`src/rtl/mips_fetch_sequencer.sv`:
```
// PC and next-address sequencer for the single-cycle MIPS core, with halt/fault
// supervision and saturating retirement/redirect counters.
module mips_fetch_sequencer #(
    parameter int unsigned ADDR_W     = 8,
    parameter logic [ADDR_W-1:0] RESET_PC = 8'h00,
    parameter int unsigned IMEM_BYTES = 128,
    parameter int unsigned CNT_W      = 16
) (
    input  logic              clk,
    input  logic              rst_n,
    input  logic              stall,
    input  logic [31:0]       SEImm,
    input  logic [25:0]       JumpValue,
    input  logic              Zero,
    input  logic              Branch,
    input  logic              Jump,
    output logic [ADDR_W-1:0] ReadAddr,
    output logic              halted,
    output logic              fault,
    output logic [CNT_W-1:0]  instr_count,
    output logic [CNT_W-1:0]  redirect_count
);

    typedef enum logic [1:0] {
        StRun,
        StHold,
        StHalted
    } state_e;

    localparam logic [ADDR_W-1:0] PC_STEP    = ADDR_W'(4);
    localparam logic [ADDR_W:0]   IMEM_LIMIT = IMEM_BYTES[ADDR_W:0];

    state_e            r_state;
    logic [ADDR_W-1:0] r_pc;
    logic              r_halted;
    logic              r_fault;
    logic [CNT_W-1:0]  r_instr_cnt;
    logic [CNT_W-1:0]  r_redir_cnt;

    state_e            w_state_nxt;
    logic [ADDR_W-1:0] w_pc_nxt;
    logic              w_halted_nxt;
    logic              w_fault_nxt;
    logic [CNT_W-1:0]  w_instr_cnt_nxt;
    logic [CNT_W-1:0]  w_redir_cnt_nxt;

    logic [ADDR_W-1:0] w_seq;
    logic [ADDR_W-1:0] w_btgt;
    logic [ADDR_W-1:0] w_jtgt;
    logic [ADDR_W-1:0] w_next;
    logic              w_taken;
    logic              w_redirect;
    logic              w_self_jump;
    logic              w_bad_next;
    logic [CNT_W-1:0]  w_instr_inc;
    logic [CNT_W-1:0]  w_redir_inc;
    logic              w_unused_bits;

    // Only the low address bits of the immediates matter; the rest are dropped.
    assign w_unused_bits = ^{SEImm[31:ADDR_W-2], JumpValue[25:ADDR_W-2]};

    assign w_seq       = r_pc + PC_STEP;
    assign w_btgt      = w_seq + {SEImm[ADDR_W-3:0], 2'b00};
    assign w_jtgt      = {JumpValue[ADDR_W-3:0], 2'b00};
    assign w_taken     = Branch & Zero;
    assign w_redirect  = Jump | w_taken;
    assign w_next      = Jump ? w_jtgt : (w_taken ? w_btgt : w_seq);
    assign w_self_jump = Jump & (w_jtgt == r_pc);
    assign w_bad_next  = (|w_next[1:0]) | ({1'b0, w_next} >= IMEM_LIMIT);

    assign w_instr_inc = (r_instr_cnt == '1) ? r_instr_cnt : r_instr_cnt + CNT_W'(1);
    assign w_redir_inc = (r_redir_cnt == '1) ? r_redir_cnt : r_redir_cnt + CNT_W'(1);

    always_comb begin
        w_state_nxt     = r_state;
        w_pc_nxt        = r_pc;
        w_halted_nxt    = r_halted;
        w_fault_nxt     = r_fault;
        w_instr_cnt_nxt = r_instr_cnt;
        w_redir_cnt_nxt = r_redir_cnt;
        unique case (r_state)
            StRun: begin
                // Control inputs are only looked at when not stalled, so X under stall is inert.
                if (stall) begin
                    w_state_nxt = StHold;
                end else if (w_self_jump) begin
                    w_instr_cnt_nxt = w_instr_inc;
                    w_redir_cnt_nxt = w_redir_inc;
                    w_halted_nxt    = 1'b1;
                    w_state_nxt     = StHalted;
                end else if (w_bad_next) begin
                    w_fault_nxt = 1'b1;
                    w_state_nxt = StHalted;
                end else begin
                    w_pc_nxt        = w_next;
                    w_instr_cnt_nxt = w_instr_inc;
                    if (w_redirect) begin
                        w_redir_cnt_nxt = w_redir_inc;
                    end
                end
            end
            StHold: begin
                if (!stall) begin
                    w_state_nxt = StRun;
                end
            end
            StHalted: begin
            end
            default: begin
                w_state_nxt = StRun;
            end
        endcase
    end

    always_ff @(posedge clk or negedge rst_n) begin
        if (!rst_n) begin
            r_state     <= StRun;
            r_pc        <= RESET_PC;
            r_halted    <= 1'b0;
            r_fault     <= 1'b0;
            r_instr_cnt <= '0;
            r_redir_cnt <= '0;
        end else begin
            r_state     <= w_state_nxt;
            r_pc        <= w_pc_nxt;
            r_halted    <= w_halted_nxt;
            r_fault     <= w_fault_nxt;
            r_instr_cnt <= w_instr_cnt_nxt;
            r_redir_cnt <= w_redir_cnt_nxt;
        end
    end

    assign ReadAddr       = r_pc;
    assign halted         = r_halted;
    assign fault          = r_fault;
    assign instr_count    = r_instr_cnt;
    assign redirect_count = r_redir_cnt;

endmodule

```
`config.mk`:
```
export PLATFORM = sky130hd
export DESIGN_NAME = mips_fetch_sequencer
export DESIGN_NICKNAME = d
export VERILOG_FILES = /design/src/rtl/mips_fetch_sequencer.sv
export SDC_FILE = /design/constraint.sdc
export NUM_CORES = 1
export LEC_CHECK = 0
export ABC_AREA = 1
export ABC_CLOCK_PERIOD_IN_PS = 4100
export CORE_AREA = 5 5 74 76
export CTS_CLUSTER_SIZE = 12
export DETAILED_ROUTE_END_ITERATION = 8
export DIE_AREA = 0 0 79 81
export DONT_BUFFER_PORTS = 1
export PLACE_DENSITY_LB_ADDON = 0.25
export SYNTH_ARGS = -nofsm -noshare
export SYNTH_HDL_FRONTEND = slang
export SYNTH_SLANG_ARGS = --single-unit
```
`constraint.sdc`:
```
create_clock -name clk -period 4.1 [get_ports clk]
set_input_delay 0.615 -clock clk [delete_from_list [all_inputs] [get_ports clk]]
set_output_delay 0.615 -clock clk [all_outputs]
set_load 0.005 [all_outputs]
```
======== Word level (Yosys, flattened, before mapping) ========
Cells that the tools add are included.
storage, ports and cells
  bits in registers ....................... 44
  bits of input ports ..................... 64
  logic and storage cells ................. 50
cells by class
  $add $sub $neg .......................... 4
  magnitude comparators ................... 1
  equality and inequality tests ........... 8
  mux-type cells .......................... 14
  bitwise logic cells ..................... 8
  reduce and logical (&&, ||, !) cells .... 9
operator list
  kind                     number
  $mux W16                 7
  $add A16 B1 Y16 const B  2
  $eq A16 B16 Y1 const B   2
  $mux W8                  2
  $reduce_and A4 Y1        3
  $reduce_and A3 Y1        3
  $add A8 B3 Y8 const B    1
  $add A8 B8 Y8            1
  $eq A8 B8 Y1             1
  $ge A8 B8 Y1 const B     1
  $mux W2                  4
  $pmux W2 S3              1
  $ne A2 B2 Y1 const B     2
  $ne A4 B4 Y1 const B     1
  $not A1 Y1               4
  $and A1 B1 Y1            2
  $eq A2 B1 Y1 const B     1
  $eq A2 B2 Y1 const B     1
  $logic_not A2 Y1         1
  $or A1 B1 Y1             2
  $reduce_bool A2 Y1       1
  $reduce_or A2 Y1         1

======== Logic depth before layout (Yosys ltp) ========
  depth in word-level cells ............... 10
  gate-level depth with buffers ........... 19
  gate-level depth less buffers ........... 18

======== Worst setup path after synthesis ========
Ideal clock, no wire load.
  path kind ............................... register to register
  from .................................... register r_pc[2] (netlist: ReadAddr[2])
  to ...................................... register r_redir_cnt[2] (netlist: redirect_count[2])
  arrival time ............................ 2205 ps
  path slack .............................. 1778 ps
  stages on the path, launching flop included .. 19
  buffers on the path ..................... 1
  period minus slack after synthesis ...... 2322 ps
  cells stage by stage .................... dfrtp_1 ha_1 nand3_1 xnor2_1 ha_1 nand2_1 nor2_1 nand2_1 nand3_1 nand2_1 nand3_1 nand2_1 nand3_2 nand2_2 nand2_4 nand2_4 buf_6 nand2_1 nand2_1
between the ends
  longest elaborated chain between the ends .. 8
  elaborated cells on any way between the ends .. 12
ends and longest elaborated chain
  item                                line  RTL
  from (decl)                         34    logic [ADDR_W-1:0] r_pc;
  from (signal assigned)              125   r_pc <= w_pc_nxt;
  $add A8 B3 Y8                       62    assign w_seq = r_pc + PC_STEP;
  $add A8 B8 Y8                       63    assign w_btgt = w_seq + {SEImm[ADDR_W-3:0], 2'b00};
  $mux W8 (2 in series)               67    assign w_next = Jump ? w_jtgt : (w_taken ? w_btgt : w_seq);
  $ge A8 B8 Y1                        69    assign w_bad_next = (|w_next[1:0]) | ({1'b0, w_next} >= IMEM_LIMIT);
  $or A1 B1 Y1                        69
  $ne A2 B2 Y1 (no source line)       --
  $reduce_and A4 Y1 (no source line)  --
  to (signal assigned)                129   r_redir_cnt <= w_redir_cnt_nxt;
  to (decl)                           38    logic [CNT_W-1:0] r_redir_cnt;
Several ways; a longest one is shown, not always the timed one.
A chain may end at the register's enable or synchronous reset.

======== Final worst setup path ========
  from .................................... register r_pc[2] (netlist: ReadAddr[2])
  to ...................................... register r_instr_cnt[15] (netlist: instr_count[15])
between the ends
  longest elaborated chain between the ends .. 8
  elaborated cells on any way between the ends .. 11
ends and longest elaborated chain
  item                                line  RTL
  $add A8 B3 Y8                       62
  $add A8 B8 Y8                       63
  $mux W8 (2 in series)               67
  $ge A8 B8 Y1                        69
  $or A1 B1 Y1                        69
  $ne A2 B2 Y1 (no source line)       --
  $reduce_and A3 Y1 (no source line)  --
  to (signal assigned)                128   r_instr_cnt <= w_instr_cnt_nxt;
  to (decl)                           37    logic [CNT_W-1:0] r_instr_cnt;
Several ways; a longest one is shown, not always the timed one.

==> key figures <==
GRT
  • GRT Total Usage: 22.0%
  • Vias in the first global route: about 2600
  • First-pass GRT wire length: 11.4 mm
  • Initial antenna violation count: 0
  • Total gr overflow: 0
  • Largest net degree at the start of global routing: 45

Floorplanning
  • Die Ht: between 80 and 90 um
  • Die ar.: 6400 um2
  • Starting Density: a little under two thirds
  • Core ar.: 4660 um2
  • Top Ports: 106
  • Cell Rows: 25
  • Die width: approximately 80 um

Yosys
  • Synth Area in Compound Gates: 3.56%
  • Yosys top cell by area: dfrtp_1
  • Synthesized area: between 2000 and 3000 um2
  • Net count after synthesis: 474
  • Ys flop type: dfrtp_1
  • Cells taking the most area after synthesis: dfrtp_1 (37%), nand2_1 (18%), nand3_1 (9.0%), xor2_1 (6.2%), xnor2_1 (4.7%)
  • Yosys reg bits: 44
  • Top-count cell post-synth: nand2_1
  • Syn avg cell area: 7.38 um2
  • Simple-Gate Fraction of Synth Area: 37.3%
  • Sequential element share of the synthesized area: a little under two fifths
  • Post-Synth XOR/XNOR Area: 11.0%
  • Largest family of logic cells by synthesized area: simple AND/OR/NAND/NOR gates
  • Asr flop ratio synth: 100%
  • Post-synthesis mux area share: 0%
  • Leading cell types by count after synthesis: nand2_1 (138), nand3_1 (53), dfrtp_1 (44)
  • Post-Syn Instances: 400
  • Ys Warns: 0
  • Cell variety after synth: 30
  • EDFF count, synth: 0
  • Area share of the largest cell type after synthesis: 37.3%
  • Adder-Cell Fraction of Synth Area: approximately 4.5%

Drt
  • Vias: roughly 2600
  • Drt pass-1 iters: 4
  • Remaining antenna violation count after routing: 0
  • Drt total wl: about 6.7 mm
  • DRT iter0 DRCs: 227
  • Post-DR wirelength/cell: around 15 um
  • DRC viols: 0
  • Routed vias/inst: 5.72

Critical path
  • Req. time, crit path: 4280 ps
  • Critical path data arrival time: 3070 ps
  • R2R Setup Slk: 1210 ps
  • CP Launch Type: register
  • Worst reg2reg path depth: 14
  • CP Cell Sequence: ha_1 -> nand3_1 -> xnor2_1 -> ha_1 -> a21oi_1 -> nand3_1 -> nand2_1 -> nand4_1 -> nand3_2 -> nand2_2 -> nand2_4 -> nand2_4 -> nand2_1 -> nand2_1
  • Most frequent CP cell: nand2_1
  • Crit path largest cell delay: 500 ps
  • Critical path class: reg -> reg
  • RR Startpoint: ReadAddr[2]
  • R2R Path End: instr_count[15]
  • CP max stage cell: dfrtp_1
  • Crit. End Element: register
  • Worst Path Max Fanout: 35

Cells and area
  • Multi-input combinational cell area: 1660 um2
  • P&R area growth vs syn: 4.24%
  • Utilization after layout: 66.0%
  • Ant diodes: 0
  • Filler Cell Count: 402
  • Register Area: approximately 1100 um2
  • Share of layout cells above drive strength 1: 4.71%
  • Final net count: 477

CTS
  • Root buffer cell: clkbuf_8
  • Worst-Skew Late Latency: 290 ps
  • Post-CTS Setup Inserts: 0
  • CTS max path bufs: 2
  • Clock-pin slew on the worst setup and hold paths: about 80 ps
  • Num CTS Buffers: 5
  • CTS sink count: 44
  • CTS tree: yes
  • H-tree levels: 2

Timing
  • TNS Setup: 0 ps
  • Final Skew: 5.94 ps
  • Crit share post-route: between 70% and 80%
  • Final setup fails: 0
  • Crit path time final: 2890 ps
  • RSZ-0062 raised after global routing: no
  • Measured slew at the worst slew-check pin: 488 ps
  • Fmax: 346 MHz
  • Hold Vio Cnt, Final: 0
  • Slew headroom: 67.4%
  • Final max-slew violation count: 0

Min path
  • Hold crit path type: in -> async

Pwr
  • Pwr dens: 419 nW/um2
  • P_leak: 0.00158 uW
  • Max VDD drop: ~220 uV

Flow run
  • Max-Cap Viols: 0

Placement
  • Final Wtd Congestion: 0.885
  • Port-buffer cells: 0
  • DP HPWL: 4.97 mm

Outcome
  • Status: finished, final reports clean
[how the worst max path moves through the flow]
stage / from / to / slack [ps]
after floorplan: ReadAddr[2] / redirect_count[2] / 1780
after global placement: ReadAddr[2] / instr_count[1] / 1280
after detailed placement: ReadAddr[2] / redirect_count[15] / 1250
after CTS: ReadAddr[2] / instr_count[5] / 1220
after global routing: ReadAddr[2] / instr_count[9] / 920
final: ReadAddr[2] / instr_count[15] / 1210
[placed cells by master (no fill, tap or decap), types with 2 or more instances in the layout]
cell      synthesis  layout
xnor2_1          16      16
or2_2             2       2
inv_1            34      34
nand3_1          53      53
a31oi_1           3       3
xor2_1           21      21
nand2_4           3       3
nor4_1            2       2
nand4_1           9       9
a21oi_1           2       2
nor3_1            5       5
dfrtp_1          44      44
nor2_1           32      32
nand3b_1          2       2
o21ai_0           7       7
nand3_2           2       2
nand2_1         138     138
clkbuf_8          0       5
ha_1              9       9
[sequential cells by signal, indices dropped and copies added (netlist names)]
name	cells
ReadAddr	8
fault	1
halted	1
instr_count	16
r_state	2
redirect_count	16
[worst max-delay path: cells and delay by family, from the launching register on]
| kind | cells | cell delay, ps |
|---|---|---|
| AOI/OAI and AO/OA | 1 | 230 |
| xor gates and xnor gates | 1 | 220 |
| adders and majority gates | 2 | 540 |
| DFF | 1 | 500 |
| and+or+nand+nor | 10 | 1280 |
[metal layers]
layer  GRT usage (%)  share of wire (%)
met5               0                  0
met4            8.42                2.1
met3            7.43                8.4
met2            38.2                 49
met1            25.1                 41
[timing repair]
action / CTS / global route
hold endpoints to repair: 0 / 26
hold buffers: 0 / 2
resized for setup: 0 / 0
[cells by family after synthesis]
family | after synthesis
xor gates and xnor gates | 37
buffers and inverters | 42
AOI/OAI and AO/OA | 17
DFF | 44
and+or+nand+nor | 250
adders and majority gates | 10
[cell type report]
type                    instances  share of cell area, %
clock inverters                 1                  0.163
clock buffers                   6                   2.36
flip-flops and latches         44                   35.8
multi-input cells             314                   54.0
inverters                      35                   4.27
repair buffers                  3                   1.22
well taps                      54                   2.20
[metrics by stage]
step / setup slack, ps / hold WS [ps] / instances / instance area, um2 / total power, uW
2_1_floorplan: 1780 / 319 / 400 / 2950 / 945
3_3_place_gp: 1280 / 321 / 448 / 2970 / 1020
3_5_place_dp: 1250 / 321 / 448 / 2970 / 1040
4_1_cts: 1220 / 4.23 / 455 / 3050 / 1290
5_1_grt: 915 / 2.29 / 457 / 3080 / 1400
6_report: 1210 / 18.3 / 457 / 3080 / 1290
[report_power, final]
part | total, uW | switching [uW] | internal (uW) | leakage [uW]
sequential | 613 | 117 | 495 | 0.000591
clock | 252 | 136 | 116 | 0.0000410
combinational | 425 | 247 | 177 | 0.000948
No activity file was read; power rests on OpenSTA's default activity.
